File: src/rtl/multicycle_divider_pkg.sv
// Shared CPU definitions for the EXE-stage divider: state encodings and widths.
package cpu_defs;

   localparam int DATA_WIDTH = 32;

   typedef enum logic [1:0] {
      DIV_STATE_IDLE = 2'd0,
      DIV_STATE_CALC = 2'd1,
      DIV_STATE_DONE = 2'd2
   } div_state_e;

   // Counter must hold the value WIDTH itself, hence the extra bit.
   function automatic int div_cnt_width(input int width);
      return $clog2(width) + 1;
   endfunction

   localparam int DIV_CNT_WIDTH = div_cnt_width(DATA_WIDTH);

endpackage

File: src/rtl/multicycle_divider_restore_step.sv
// One radix-2 restoring step: shift in the next dividend bit, trial-subtract, select.
module div_restore_step
   import cpu_defs::*;
#(
   parameter int WIDTH = DATA_WIDTH
) (
   input  logic [WIDTH-1:0] rem_in,
   input  logic             dividend_bit,
   input  logic [WIDTH-1:0] divisor_mag,
   output logic [WIDTH-1:0] rem_out,
   output logic             quotient_bit
);

   logic [WIDTH:0] shifted;
   logic [WIDTH:0] diff;

   assign shifted = {rem_in, dividend_bit};
   // The extra top bit acts as the borrow: set means the trial went negative.
   assign diff         = shifted - {1'b0, divisor_mag};
   assign quotient_bit = ~diff[WIDTH];
   assign rem_out      = diff[WIDTH] ? shifted[WIDTH-1:0] : diff[WIDTH-1:0];

endmodule

File: src/rtl/multicycle_divider.sv
// Iterative restoring divider for MIPS DIV/DIVU: WIDTH busy cycles, then a one-cycle done pulse.
module multicycle_divider
   import cpu_defs::*;
#(
   parameter int WIDTH = DATA_WIDTH
) (
   input  logic             clk,
   input  logic             resetn,
   input  logic             i_start,
   input  logic             i_signed,
   input  logic [WIDTH-1:0] i_dividend,
   input  logic [WIDTH-1:0] i_divisor,
   input  logic             i_cancel,
   output logic             o_busy,
   output logic             o_done,
   output logic [WIDTH-1:0] o_quotient,
   output logic [WIDTH-1:0] o_remainder,
   output logic             o_div_zero
);

   localparam int CNT_W = div_cnt_width(WIDTH);

   div_state_e       state, state_next;
   logic [CNT_W-1:0] cnt;
   logic [WIDTH-1:0] rem_q;
   logic [WIDTH-1:0] dvd_q;
   logic [WIDTH-1:0] dvs_q;
   logic             q_neg;
   logic             r_neg;

   logic             accept;
   logic             finish;

   logic             dividend_neg;
   logic             divisor_neg;
   logic [WIDTH-1:0] dividend_mag;
   logic [WIDTH-1:0] divisor_mag;

   logic [WIDTH-1:0] step_rem;
   logic             step_qbit;
   logic [WIDTH-1:0] quot_mag;
   logic [WIDTH-1:0] quot_final;
   logic [WIDTH-1:0] rem_final;

   // Negating the most negative value wraps to itself, which is its correct unsigned magnitude.
   assign dividend_neg = i_signed & i_dividend[WIDTH-1];
   assign divisor_neg  = i_signed & i_divisor[WIDTH-1];
   assign dividend_mag = dividend_neg ? -i_dividend : i_dividend;
   assign divisor_mag  = divisor_neg  ? -i_divisor  : i_divisor;

   div_restore_step #(
      .WIDTH (WIDTH)
   ) u_step (
      .rem_in       (rem_q),
      .dividend_bit (dvd_q[WIDTH-1]),
      .divisor_mag  (dvs_q),
      .rem_out      (step_rem),
      .quotient_bit (step_qbit)
   );

   // The dividend register doubles as the quotient shift register.
   assign quot_mag   = {dvd_q[WIDTH-2:0], step_qbit};
   assign quot_final = q_neg ? -quot_mag : quot_mag;
   assign rem_final  = r_neg ? -step_rem : step_rem;

   always_ff @(posedge clk or negedge resetn) begin
      if (!resetn) begin
         state <= DIV_STATE_IDLE;
      end else begin
         // NOTE: non-blocking so every register samples pre-edge values regardless of statement order.
         state <= state_next;
      end
   end

   always_comb begin
      // NOTE: defaults first so every path assigns each signal and no latch is inferred.
      state_next = state;
      accept     = 1'b0;
      finish     = 1'b0;
      case (state)
         DIV_STATE_IDLE: begin
            if (i_start) begin
               accept     = 1'b1;
               state_next = DIV_STATE_CALC;
            end
         end
         DIV_STATE_CALC: begin
            if (cnt == CNT_W'(1)) begin
               finish     = 1'b1;
               state_next = DIV_STATE_DONE;
            end
         end
         DIV_STATE_DONE: begin
            if (i_start) begin
               accept     = 1'b1;
               state_next = DIV_STATE_CALC;
            end else begin
               state_next = DIV_STATE_IDLE;
            end
         end
         default: state_next = DIV_STATE_IDLE;
      endcase
      // A flush outranks both a new launch and a completing operation.
      if (i_cancel) begin
         state_next = DIV_STATE_IDLE;
         accept     = 1'b0;
         finish     = 1'b0;
      end
   end

   always_ff @(posedge clk or negedge resetn) begin
      if (!resetn) begin
         cnt         <= '0;
         rem_q       <= '0;
         dvd_q       <= '0;
         dvs_q       <= '0;
         q_neg       <= 1'b0;
         r_neg       <= 1'b0;
         o_busy      <= 1'b0;
         o_done      <= 1'b0;
         o_quotient  <= '0;
         o_remainder <= '0;
         o_div_zero  <= 1'b0;
      end else begin
         o_busy <= (state_next == DIV_STATE_CALC);
         o_done <= finish;
         if (accept) begin
            cnt   <= CNT_W'(WIDTH);
            rem_q <= '0;
            dvd_q <= dividend_mag;
            dvs_q <= divisor_mag;
            q_neg <= dividend_neg ^ divisor_neg;
            r_neg <= dividend_neg;
         end else if (state == DIV_STATE_CALC && !i_cancel) begin
            cnt   <= cnt - 1'b1;
            rem_q <= step_rem;
            dvd_q <= quot_mag;
         end
         if (finish) begin
            o_quotient  <= quot_final;
            o_remainder <= rem_final;
            o_div_zero  <= (dvs_q == '0);
         end
      end
   end

endmodule

File: config.mk
export PLATFORM = sky130hd
export DESIGN_NAME = multicycle_divider
export DESIGN_NICKNAME = d
export VERILOG_FILES = /design/src/rtl/multicycle_divider_pkg.sv /design/src/rtl/multicycle_divider_restore_step.sv /design/src/rtl/multicycle_divider.sv
export SDC_FILE = /design/constraint.sdc
export NUM_CORES = 1
export LEC_CHECK = 0
export ABC_AREA = 1
export BUFFER_PORTS_ARGS = -buffer_cell sky130_fd_sc_hd__buf_2
export CAP_MARGIN = 25
export CORE_ASPECT_RATIO = 0.8
export CORE_MARGIN = 4
export CORE_UTILIZATION = 50
export DETAILED_ROUTE_END_ITERATION = 7
export GPL_TIMING_DRIVEN = 0
export PLACE_DENSITY = 0.67
export RECOVER_POWER = 50
export SYNTH_ARGS = -nofsm -noshare
export SYNTH_HDL_FRONTEND = slang
export SYNTH_HIERARCHICAL = 1
export SYNTH_SLANG_ARGS = --single-unit
export TNS_END_PERCENT = 1
File: constraint.sdc
create_clock -name clk -period 6.47 [get_ports clk]
set_input_delay 0.3235 -clock clk [delete_from_list [all_inputs] [get_ports clk]]
set_output_delay 0.3235 -clock clk [all_outputs]
set_load 0.01 [all_outputs]
==> results.md, run 1 <==
| Item | Value |
|---|---|
| Die ar. | 29670 um^2 |
| Average routed wire per standard cell | 17.57 um |
| Post-detailed-placement cell area | 14640 um^2 |
| XOR/XNOR share of the synthesized area | 0.04547 |
| Cell count after synthesis | 2141 |
| Simple logic cell fraction of the synthesized area | 0.3924 |
| Proportion of synthesized chip area in sequential cells | 0.3211 |
| Share of final-layout standard cells stronger than drive strength 1 | 0.08099 |
| Residual overflow from global routing | 0 |
| Chip Height | 154.9 um |
| Iteration-0 DRC count of the detailed router | 1488 |
| Cell repeated most along the worst path | sky130_fd_sc_hd__nand2_1 |
| Synth top area share | 0.3211 |
| Maximum buffer depth of the clock tree | 2 |
| Flops & latches, synth | 173 |
| Data required, critical path | 6.80 ns |
| Drt drc | 0 |
| Via count of the first global-routing pass | 13120 |
| Maximum resistive drop on vdd | 0.2420 mV |
| Area taken by multi-input logic gates | 7699 um^2 |
| Count of vias placed by the detailed router | 14430 |
| Minimum setup slack in the final design | 2.358 ns |
| Total met2 wirelength after detailed routing | 18570 um |
| Least-Margin Pin Slew | 0.7465 ns |
| Clock Root Buffer | sky130_fd_sc_hd__clkbuf_16 |
| Most used standard cells in the synthesized netlist | sky130_fd_sc_hd__nand2_1, sky130_fd_sc_hd__inv_1, sky130_fd_sc_hd__nor2_1 |
| Detail Route Antenna Nets | 0 |
| Clock latency at the later pin of the worst-skew pair | 0.45 ns |
| Post-CTS setup repair buffer count | 0 |
| Time the final worst path needs with I/O delays and setup | 4.112 ns |
| Storage cell area | 4329 um^2 |
| Summed negative setup slack over all endpoints | 0 ns |
| RSZ-0062 raised after global routing | false |
| Critical path buffer and inverter count | 4 |
| Post-place setup slack | 2.492 ns |
| Clk sinks | 173 |
| Total non-filler cell area in the finished layout | 15160 um^2 |
| Die width | 191.6 um |
| Clock tree from TritonCTS | done |
| Total inserted antenna cells | 0 |
| Final worst path period share | 0.6356 |
| Final routed wirelength across all metal layers | 46830 um |
| Family with the most delay on the worst path | simple AND/OR/NAND/NOR gates |
| Number of antenna violations at the first check in global routing | 0 |
| Slowest cell on the critical path | sky130_fd_sc_hd__fa_1 |
| Port Buffers | 135 |
| Final Max Tran Viols | 0 |
| DR pass1 iterations | 5 |
| Placer's final routability congestion estimate | 0.9689 |
| Crit Path Max Fanout | 10 |
| Share of synthesized flip-flops with an asynchronous set or reset | 1.000 |
| Timing-limited maximum frequency | 0.2432 GHz |
| Clock H-tree levels | 4 |
| Peak per-stage delay on the critical path | 0.42 ns |
| Number of flops mapped to enable cells by yosys | 0 |
| Library cells used by synthesis | 47 |
| Placement Rows | 53 |
| Setup-failing EPs final | 0 |
| M1 wire length | 22860 um |
| Static Leakage | 8.235 nW |
| Post-synthesis cell type with the largest combined area | sky130_fd_sc_hd__dfrtp_1 |
| Power per Cell Area | 388.4 nW/um^2 |
| Startpoint kind of the worst setup timing path | flip-flop |
| Max-capacitance violation count | 0 |
| Multiplexer share of the synthesized area | 0 |
| Detailed-placement wirelength estimate | 37880 um |
| Result of the run | finished, final reports clean |
| Global-route wire length before repair | 72430 um |
| TritonCTS buffer count | 17 |
| Area Growth Syn to Fin | 12.43% |
| Largest cells by area after synthesis | sky130_fd_sc_hd__dfrtp_1, sky130_fd_sc_hd__nand2_1, sky130_fd_sc_hd__inv_1 |
| DR WL met3 | 4869 um |
| Via/cell ratio | 5.413 |
| Final Net Count | 2405 |
| Post-route clock skew | 0.01976 ns |
| Largest family of logic cells by synthesized area | simple AND/OR/NAND/NOR gates |
| Final hold violation count | 0 |
| Top routing layer used | met4 |
| Cell with the most instances after synthesis | sky130_fd_sc_hd__nand2_1 |
| Core ar. | 26390 um^2 |
| Starting density of the core | 0.5109 |
| Adder and majority cell fraction of the synthesized area | 0.03675 |
| Post-synth top flop | sky130_fd_sc_hd__dfrtp_1 |
| Crit path arrival time | 4.44 ns |
| Number of fillers in the final layout | 2805 |
| Path class of the lowest-slack min-delay path | in -> reg |
| Largest net degree at the start of global routing | 92 |
| Post-Syn Area per Cell | 6.297 um^2 |
| Worst relative slew slack | 0.5023 |
| Number of warnings issued by yosys | 6 |
| Clock transition at the registers of the reported paths | 0.07 ns |
| Area fraction in compound gates after synthesis | 0.09642 |
| Nets in the synthesized netlist | 2249 |
| Overall routing resource usage | 0.3142 |
| Worst setup path class | reg -> reg |
| Number of ports placed on the die boundary | 136 |
| Endpoint type of the worst setup path | flip-flop |
| Total standard cell area after synthesis | 13480 um^2 |
where the power goes:
part | switching (W) | leakage, nW | internal, W
clock | 0.000460 | 0.292 | 0.000610
combinational | 0.00218 | 5.69 | 0.000986
sequential | 0.000270 | 2.25 | 0.00138
state kept, by name, summed over array words and instances, names as in the netlist:
signal       flops
state            2
o_remainder     32
dvs_q           32
q_neg            1
r_neg            1
dvd_q           32
o_busy           1
o_div_zero       1
cnt              6
o_quotient      32
o_done           1
rem_q           32
layout make-up:
type | instances | area share
Multi-Input combinational cell | 1612 | 0.5078
Inverter | 295 | 0.07313
Buffer | 61 | 0.02261
Clock inverter | 12 | 0.01065
Clock buffer | 19 | 0.02856
Sequential cell | 173 | 0.2856
Tap cell | 357 | 0.02947
Timing Repair Buffer | 137 | 0.04218
layer usage:
layer,GRT usage,up-vias
li1,-,7045
met1,0.5078,6746
met2,0.4349,597
met3,0.06169,44
met4,0.05709,0
met5,0,-
placed cells by master, fill, tap and decap left out, types with 2 or more instances in the layout:
cell	count
sky130_fd_sc_hd__nand2_1	807
sky130_fd_sc_hd__inv_1	286
sky130_fd_sc_hd__nor2_1	174
sky130_fd_sc_hd__dfrtp_1	173
sky130_fd_sc_hd__nand3_1	170
sky130_fd_sc_hd__o21ai_0	137
sky130_fd_sc_hd__clkbuf_1	93
sky130_fd_sc_hd__buf_2	83
sky130_fd_sc_hd__xor2_1	63
sky130_fd_sc_hd__a21oi_1	44
sky130_fd_sc_hd__ha_1	38
sky130_fd_sc_hd__o21ai_1	32
sky130_fd_sc_hd__nand4_1	30
sky130_fd_sc_hd__clkbuf_16	17
sky130_fd_sc_hd__nor3_1	14
sky130_fd_sc_hd__nor2_2	12
sky130_fd_sc_hd__nand2_2	12
sky130_fd_sc_hd__buf_4	11
sky130_fd_sc_hd__inv_2	8
sky130_fd_sc_hd__nand3b_1	8
sky130_fd_sc_hd__buf_6	7
sky130_fd_sc_hd__o22ai_1	7
sky130_fd_sc_hd__xnor2_1	7
sky130_fd_sc_hd__o21bai_1	7
sky130_fd_sc_hd__nor2_4	5
sky130_fd_sc_hd__a31oi_1	5
sky130_fd_sc_hd__and2_1	5
sky130_fd_sc_hd__nor4_1	5
sky130_fd_sc_hd__o211ai_1	4
sky130_fd_sc_hd__nand3_2	4
sky130_fd_sc_hd__clkinv_4	4
sky130_fd_sc_hd__or2_1	3
sky130_fd_sc_hd__clkinv_2	3
sky130_fd_sc_hd__buf_1	3
sky130_fd_sc_hd__or2_2	3
sky130_fd_sc_hd__inv_6	3
sky130_fd_sc_hd__bufinv_16	3
sky130_fd_sc_hd__a21oi_2	2
sky130_fd_sc_hd__nand2_4	2
kinds of logic after synthesis:
group,count (synthesis)
AOI/OAI and AO/OA,244
adders and majority gates,39
and+or+nand+nor,1259
DFF,173
buffers and inverters,356
xor gates and xnor gates,70
worst paths after layout:
kind | start | end | slack [ns] | depth (start not counted)
hold / removal | i_divisor[28] | dvs_q[28] | 0.16 | 4
max in group asynchronous | resetn | dvs_q[31] | 5.11 | 3
setup / recovery | dvd_q[31] | o_remainder[26] | 2.36 | 25
hold reg to reg | o_remainder[12] | o_remainder[12] | 0.49 | 2
setup reg to reg | dvd_q[31] | o_remainder[26] | 2.36 | 25
min in group asynchronous | resetn | rem_q[29] | 0.44 | 2
through the flow:
step / std cells / hold slack (ns) / power (W) / util
floorplan: 2141 / 0.02791 / 0.003788 / -
global placement: 2633 / 0.4609 / 0.004719 / 0.5534
detailed placement: 2634 / 0.3647 / 0.004775 / 0.5548
CTS: 2666 / 0.1512 / 0.005865 / 0.5777
global route: 2666 / 0.1895 / 0.006351 / 0.5744
finish: 2666 / 0.1556 / 0.005888 / 0.5744
timing repair:
action | CTS | global route
endpoints found under the setup margin | 0 | 0
resized for setup | 0 | 0
hold buffers | 1 | 0
endpoints found under the hold margin | 82 | 0
worst reg2reg max path, cell delays in order (launching register included):
cell,delay (ns)
sky130_fd_sc_hd__dfrtp_1,0.40
sky130_fd_sc_hd__inv_1,0.06
sky130_fd_sc_hd__ha_1,0.21
sky130_fd_sc_hd__fa_1,0.42
sky130_fd_sc_hd__inv_1,0.16
sky130_fd_sc_hd__nand2_1,0.07
sky130_fd_sc_hd__nand2_1,0.09
sky130_fd_sc_hd__nand3_1,0.11
sky130_fd_sc_hd__nand2_2,0.14
sky130_fd_sc_hd__nand2_1,0.07
sky130_fd_sc_hd__nand2_2,0.08
sky130_fd_sc_hd__nand2_2,0.07
sky130_fd_sc_hd__nand3_1,0.12
sky130_fd_sc_hd__nand2_4,0.11
sky130_fd_sc_hd__buf_4,0.20
sky130_fd_sc_hd__nand2_1,0.07
sky130_fd_sc_hd__nand2_1,0.04
sky130_fd_sc_hd__inv_1,0.16
sky130_fd_sc_hd__ha_1,0.22
sky130_fd_sc_hd__nand3_2,0.12
sky130_fd_sc_hd__o21ai_4,0.22
sky130_fd_sc_hd__nand4_1,0.25
sky130_fd_sc_hd__nor2_2,0.31
sky130_fd_sc_hd__nand3_1,0.12
sky130_fd_sc_hd__nand3_1,0.13
sky130_fd_sc_hd__nand2_1,0.07
Power figures use the tool's default switching activity.
==> run 2: changes to the inputs <==
--- a/config.mk
+++ b/config.mk
@@ -5,7 +5,7 @@
 export SDC_FILE = /design/constraint.sdc
 export NUM_CORES = 1
 export LEC_CHECK = 0
-export ABC_AREA = 1
+export ABC_AREA = 0
 export BUFFER_PORTS_ARGS = -buffer_cell sky130_fd_sc_hd__buf_2
 export CAP_MARGIN = 25
 export CORE_ASPECT_RATIO = 0.8
@@ -13,7 +13,7 @@
 export CORE_UTILIZATION = 50
 export DETAILED_ROUTE_END_ITERATION = 7
 export GPL_TIMING_DRIVEN = 0
-export PLACE_DENSITY = 0.67
+export PLACE_DENSITY = 0.68
 export RECOVER_POWER = 50
 export SYNTH_ARGS = -nofsm -noshare
 export SYNTH_HDL_FRONTEND = slang
==> constraint.sdc (replaced) <==
create_clock -name clk -period 3.89 [get_ports clk]
set_input_delay 0.1945 -clock clk [delete_from_list [all_inputs] [get_ports clk]]
set_output_delay 0.1945 -clock clk [all_outputs]
set_load 0.01 [all_outputs]
==> run 2 against run 1 <==
Effect of this change:
- the run now ends with DRC, capacitance limit, slew limit, setup timing left
- core utilization is 2.5 points higher
- sequential power rose by 81%
- via count is 24% lower
- clock skew shrank 0.0082 ns
- die area shrank 12%
- register-to-register slack worse by 3.1 ns
- first-iteration DRC count shrank 32%
- cell area shrank 7.7%
- count of clock-buffer cells in the layout is 2 lower
- fmax decreased by 11%
- critical endpoint is now o_remainder[20]
- largest power group unchanged
- total power is 120% higher
==> results.md, run 2 <==
| Item | Value | vs previous |
|---|---|---|
| Clock Root Buffer | sky130_fd_sc_hd__clkbuf_16 |  |
| Cell count after synthesis | 1366 | -36% |
| Data required, critical path | 4.20 ns | -2.60 ns |
| Most frequent cells in the layout | sky130_fd_sc_hd__nand2_1, sky130_fd_sc_hd__dfrtp_1, sky130_fd_sc_hd__clkbuf_1, sky130_fd_sc_hd__o21ai_0 |  |
| Setup-failing EPs final | 48 | +48 |
| Maximum resistive drop on vdd | 0.4417 mV | +83% |
| Largest cells by area after synthesis | sky130_fd_sc_hd__dfrtp_1, sky130_fd_sc_hd__nand2_1, sky130_fd_sc_hd__xor2_1 |  |
| Final worst path period share | 1.192 | +0.5565 |
| Nets in the synthesized netlist | 1474 | -34% |
| Via/cell ratio | 5.879 | +8.6% |
| Area Growth Syn to Fin | 18.36% |  |
| Die ar. | 26190 um^2 | -12% |
| Clock tree from TritonCTS | done |  |
| Largest net degree at the start of global routing | 103 | +12% |
| Residual overflow from global routing | 0 | unchanged |
| Final Net Count | 1648 | -31% |
| Peak per-stage delay on the critical path | 0.52 ns | +0.10 ns |
| Crit Path Max Fanout | 10 | unchanged |
| TritonCTS buffer count | 17 | unchanged |
| Post-synth top flop | sky130_fd_sc_hd__dfrtp_1 |  |
| Placer's final routability congestion estimate | 0.9650 | -0.40% |
| Clock H-tree levels | 4 | unchanged |
| DR pass1 iterations | 8 | +3 |
| Number of warnings issued by yosys | 6 | unchanged |
| Crit path arrival time | 4.95 ns | +0.51 ns |
| Number of ports placed on the die boundary | 136 | unchanged |
| Synth top area share | 0.3661 | +0.04498 |
| Worst path cell trace | inv_1, ha_2, and4_1, and3_1, a221o_1, a21oi_2, a211oi_2, nor2_4, mux2i_2, and2_4, inv_4, buf_12, mux2_4, or4_4, or3_4, o31ai_2, xor2_1, o21ai_1 |  |
| Hold worst-path end | dvd_q[22] |  |
| Chip Height | 145.6 um | -6.0% |
| Global-route wire length before repair | 56110 um | -23% |
| Critical Path Source | dvs_q[13] |  |
| Flops & latches, synth | 173 | unchanged |
| Detailed-placement wirelength estimate | 26570 um | -30% |
| Final Max Tran Viols | 73 | +73 |
| Post-route clock skew | 0.01159 ns | -0.008172 ns |
| Iteration-0 DRC count of the detailed router | 1018 | -32% |
| Starting density of the core | 0.5068 | -0.004047 |
| Maximum buffer depth of the clock tree | 2 | unchanged |
| Clk sinks | 173 | unchanged |
| Static Leakage | 5.981 nW | -27% |
| Post-detailed-placement cell area | 13030 um^2 | -11% |
| Via count of the first global-routing pass | 10320 | -21% |
| Least-Margin Pin Slew | 1.762 ns | +1.015 ns |
| Path class of the lowest-slack min-delay path | in -> reg |  |
| Timing-limited maximum frequency | 0.2156 GHz | -11% |
| Overall routing resource usage | 0.2614 | -0.05283 |
| Total inserted antenna cells | 0 | unchanged |
| Hold path startpoint | i_dividend[22] |  |
| Max-capacitance violation count | 1 | +1 |
| Most used standard cells in the synthesized netlist | sky130_fd_sc_hd__nand2_1, sky130_fd_sc_hd__dfrtp_1, sky130_fd_sc_hd__o21ai_0 |  |
| Family with the most delay on the worst path | simple AND/OR/NAND/NOR gates |  |
| Endpoint type of the worst setup path | flip-flop |  |
| Total standard cell area after synthesis | 11830 um^2 | -12% |
| Slowest cell on the critical path | sky130_fd_sc_hd__or4_4 |  |
| Total non-filler cell area in the finished layout | 14000 um^2 | -7.7% |
| RSZ-0062 raised after global routing | true |  |
| Minimum setup slack among reg-to-reg paths | -0.75 ns | -3.11 ns |
| Reg2Reg Launch Point | dvs_q[13] |  |
| Clock latency at the later pin of the worst-skew pair | 0.44 ns | about the same |
| Result of the run | finished with violations |  |
| Average routed wire per standard cell | 18.83 um | +7.2% |
| Worst setup path class | reg -> reg |  |
| Worst Hold Depth | 3 | -1 |
| Die width | 179.9 um | -6.1% |
| Post-Syn Area per Cell | 8.658 um^2 | +37% |
| Placement Rows | 50 | -5.7% |
| Clock transition at the registers of the reported paths | 0.08 ns | about the same |
| Minimum setup slack in the final design | -0.7473 ns | -3.105 ns |
| Number of antenna violations at the first check in global routing | 0 | unchanged |
| Library cells used by synthesis | 78 | +66% |
| Cell with the most instances after synthesis | sky130_fd_sc_hd__nand2_1 |  |
| Power per Cell Area | 915.3 nW/um^2 | +140% |
| Proportion of synthesized chip area in sequential cells | 0.3661 | +0.04498 |
| Drt drc | 2 | +2 |
| Critical path buffer and inverter count | 3 | -1 |
| Share of final-layout standard cells stronger than drive strength 1 | 0.1545 | +0.07355 |
| Reg-to-reg critical path endpoint | o_remainder[20] |  |
| Most common library cell in the layout ignoring fill and taps | sky130_fd_sc_hd__nand2_1 |  |
| Number of flops mapped to enable cells by yosys | 0 | unchanged |
| Time the final worst path needs with I/O delays and setup | 4.637 ns | +0.5252 ns |
| Length in cells of the worst reg-to-reg path | 18 | -28% |
| Core ar. | 23330 um^2 | -12% |
| Final routed wirelength across all metal layers | 35110 um | -25% |
| Port Buffers | 134 | -0.74% |
| Total power of the final layout | 0.01281 W | +120% |
| Detail Route Antenna Nets | 0 | unchanged |
| Final hold violation count | 0 | unchanged |
| Share of synthesized flip-flops with an asynchronous set or reset | 1.000 | unchanged |
| Startpoint kind of the worst setup timing path | flip-flop |  |
| Violated checks | DRC, capacitance limit, slew limit, setup timing |  |
| Count of vias placed by the detailed router | 10970 | -24% |
| Post-synthesis cell type with the largest combined area | sky130_fd_sc_hd__dfrtp_1 |  |
| Worst relative slew slack | -0.1745 | -0.6768 |
run 2: changes by cell type in the layout (fill, tap and decap cells not counted), sizes merged, moves of 22 or more:
cell / delta
nand2: -645
mux2: +22
o21ai: -30
o31ai: +27
nor4: +27
xnor2: +64
clkbuf: +45
nor2: -133
and3: +23
nand3: -151
a31oi: +32
a22o: +28
a21oi: +23
inv: -232
run 2: cell families after synthesis:
logic type / Yosys count / share of synthesized area
simple gates: 446 / 0.1906
compound gates: 383 / 0.2085
flops: 173 / 0.3661
buf+inv: 148 / 0.04983
xor+xnor: 143 / 0.1059
fa+ha+maj: 39 / 0.04190
mux: 34 / 0.03713
run 2: where the power goes:
group / internal [W] / total, W / switching, W / leakage [nW]
Clock: 0.000849 / 0.00167 / 0.000824 / 0.269
Combinational: 0.00339 / 0.00816 / 0.00477 / 3.47
Sequential: 0.00239 / 0.00298 / 0.000590 / 2.24
Total: 0.00663 / 0.0128 / 0.00619 / 5.98
run 2: tightest hold or removal path, stage by stage:
cell and delay (ns):
sky130_fd_sc_hd__buf_2 0.10, sky130_fd_sc_hd__xnor2_1 0.11, sky130_fd_sc_hd__a21oi_1 0.06
run 2: timing repair:
| action | CTS | global route |
|---|---|---|
| hold buffers | 1 | 0 |
| endpoints found under the setup margin | 59 | 59 |
| resized for setup | 53 | 35 |
| cloned | 1 | 0 |
| buffers inserted | 16 | 3 |
| pin swaps | 24 | 16 |
| endpoints found under the hold margin | 71 | 0 |
run 2: layout make-up:
class | instances | area (um^2)
fill | 2125 | 9338
multi-input combinational | 1045 | 7300
sequential | 173 | 4329
timing repair buffer | 156 | 760.7
clock buffer | 17 | 425.4
buffer | 86 | 407.9
tap | 312 | 390.4
inverter | 61 | 234.0
clock inverter | 15 | 150.1
run 2: worst max path at each step:
| stage | depth (start not counted) | endpoint |
|---|---|---|
| finish | 18 | o_remainder[20] |
| CTS | 19 | o_remainder[20] |
| global placement | 20 | o_remainder[30] |
| global route | 19 | o_remainder[23] |
| detailed placement | 20 | o_remainder[28] |
| floorplan | 18 | o_remainder[20] |
run 2: stage by stage:
step / TNS (ns) / cells / hold slack, ns / setup WS, ns / utilization
2_1_floorplan: -4.796 / 1366 / -0.1011 / -0.3055 / -
3_3_place_gp: -46.86 / 1812 / 0.4576 / -1.024 / 0.5568
3_5_place_dp: -34.14 / 1813 / 0.1927 / -1.109 / 0.5584
4_1_cts: -17.99 / 1863 / 0.04490 / -0.7333 / 0.5982
5_1_grt: -26.24 / 1865 / 0.06397 / -0.8884 / 0.5998
6_report: -18.25 / 1865 / 0.05845 / -0.7473 / 0.5998
run 2: per-layer routing:
metal	routed length (um)	global-route usage	up-vias
li1	-	-	5281
met1	17570	0.4146	5215
met2	13930	0.3595	431
met3	3242	0.06847	38
met4	373	0.04722	0
met5	0	0	-
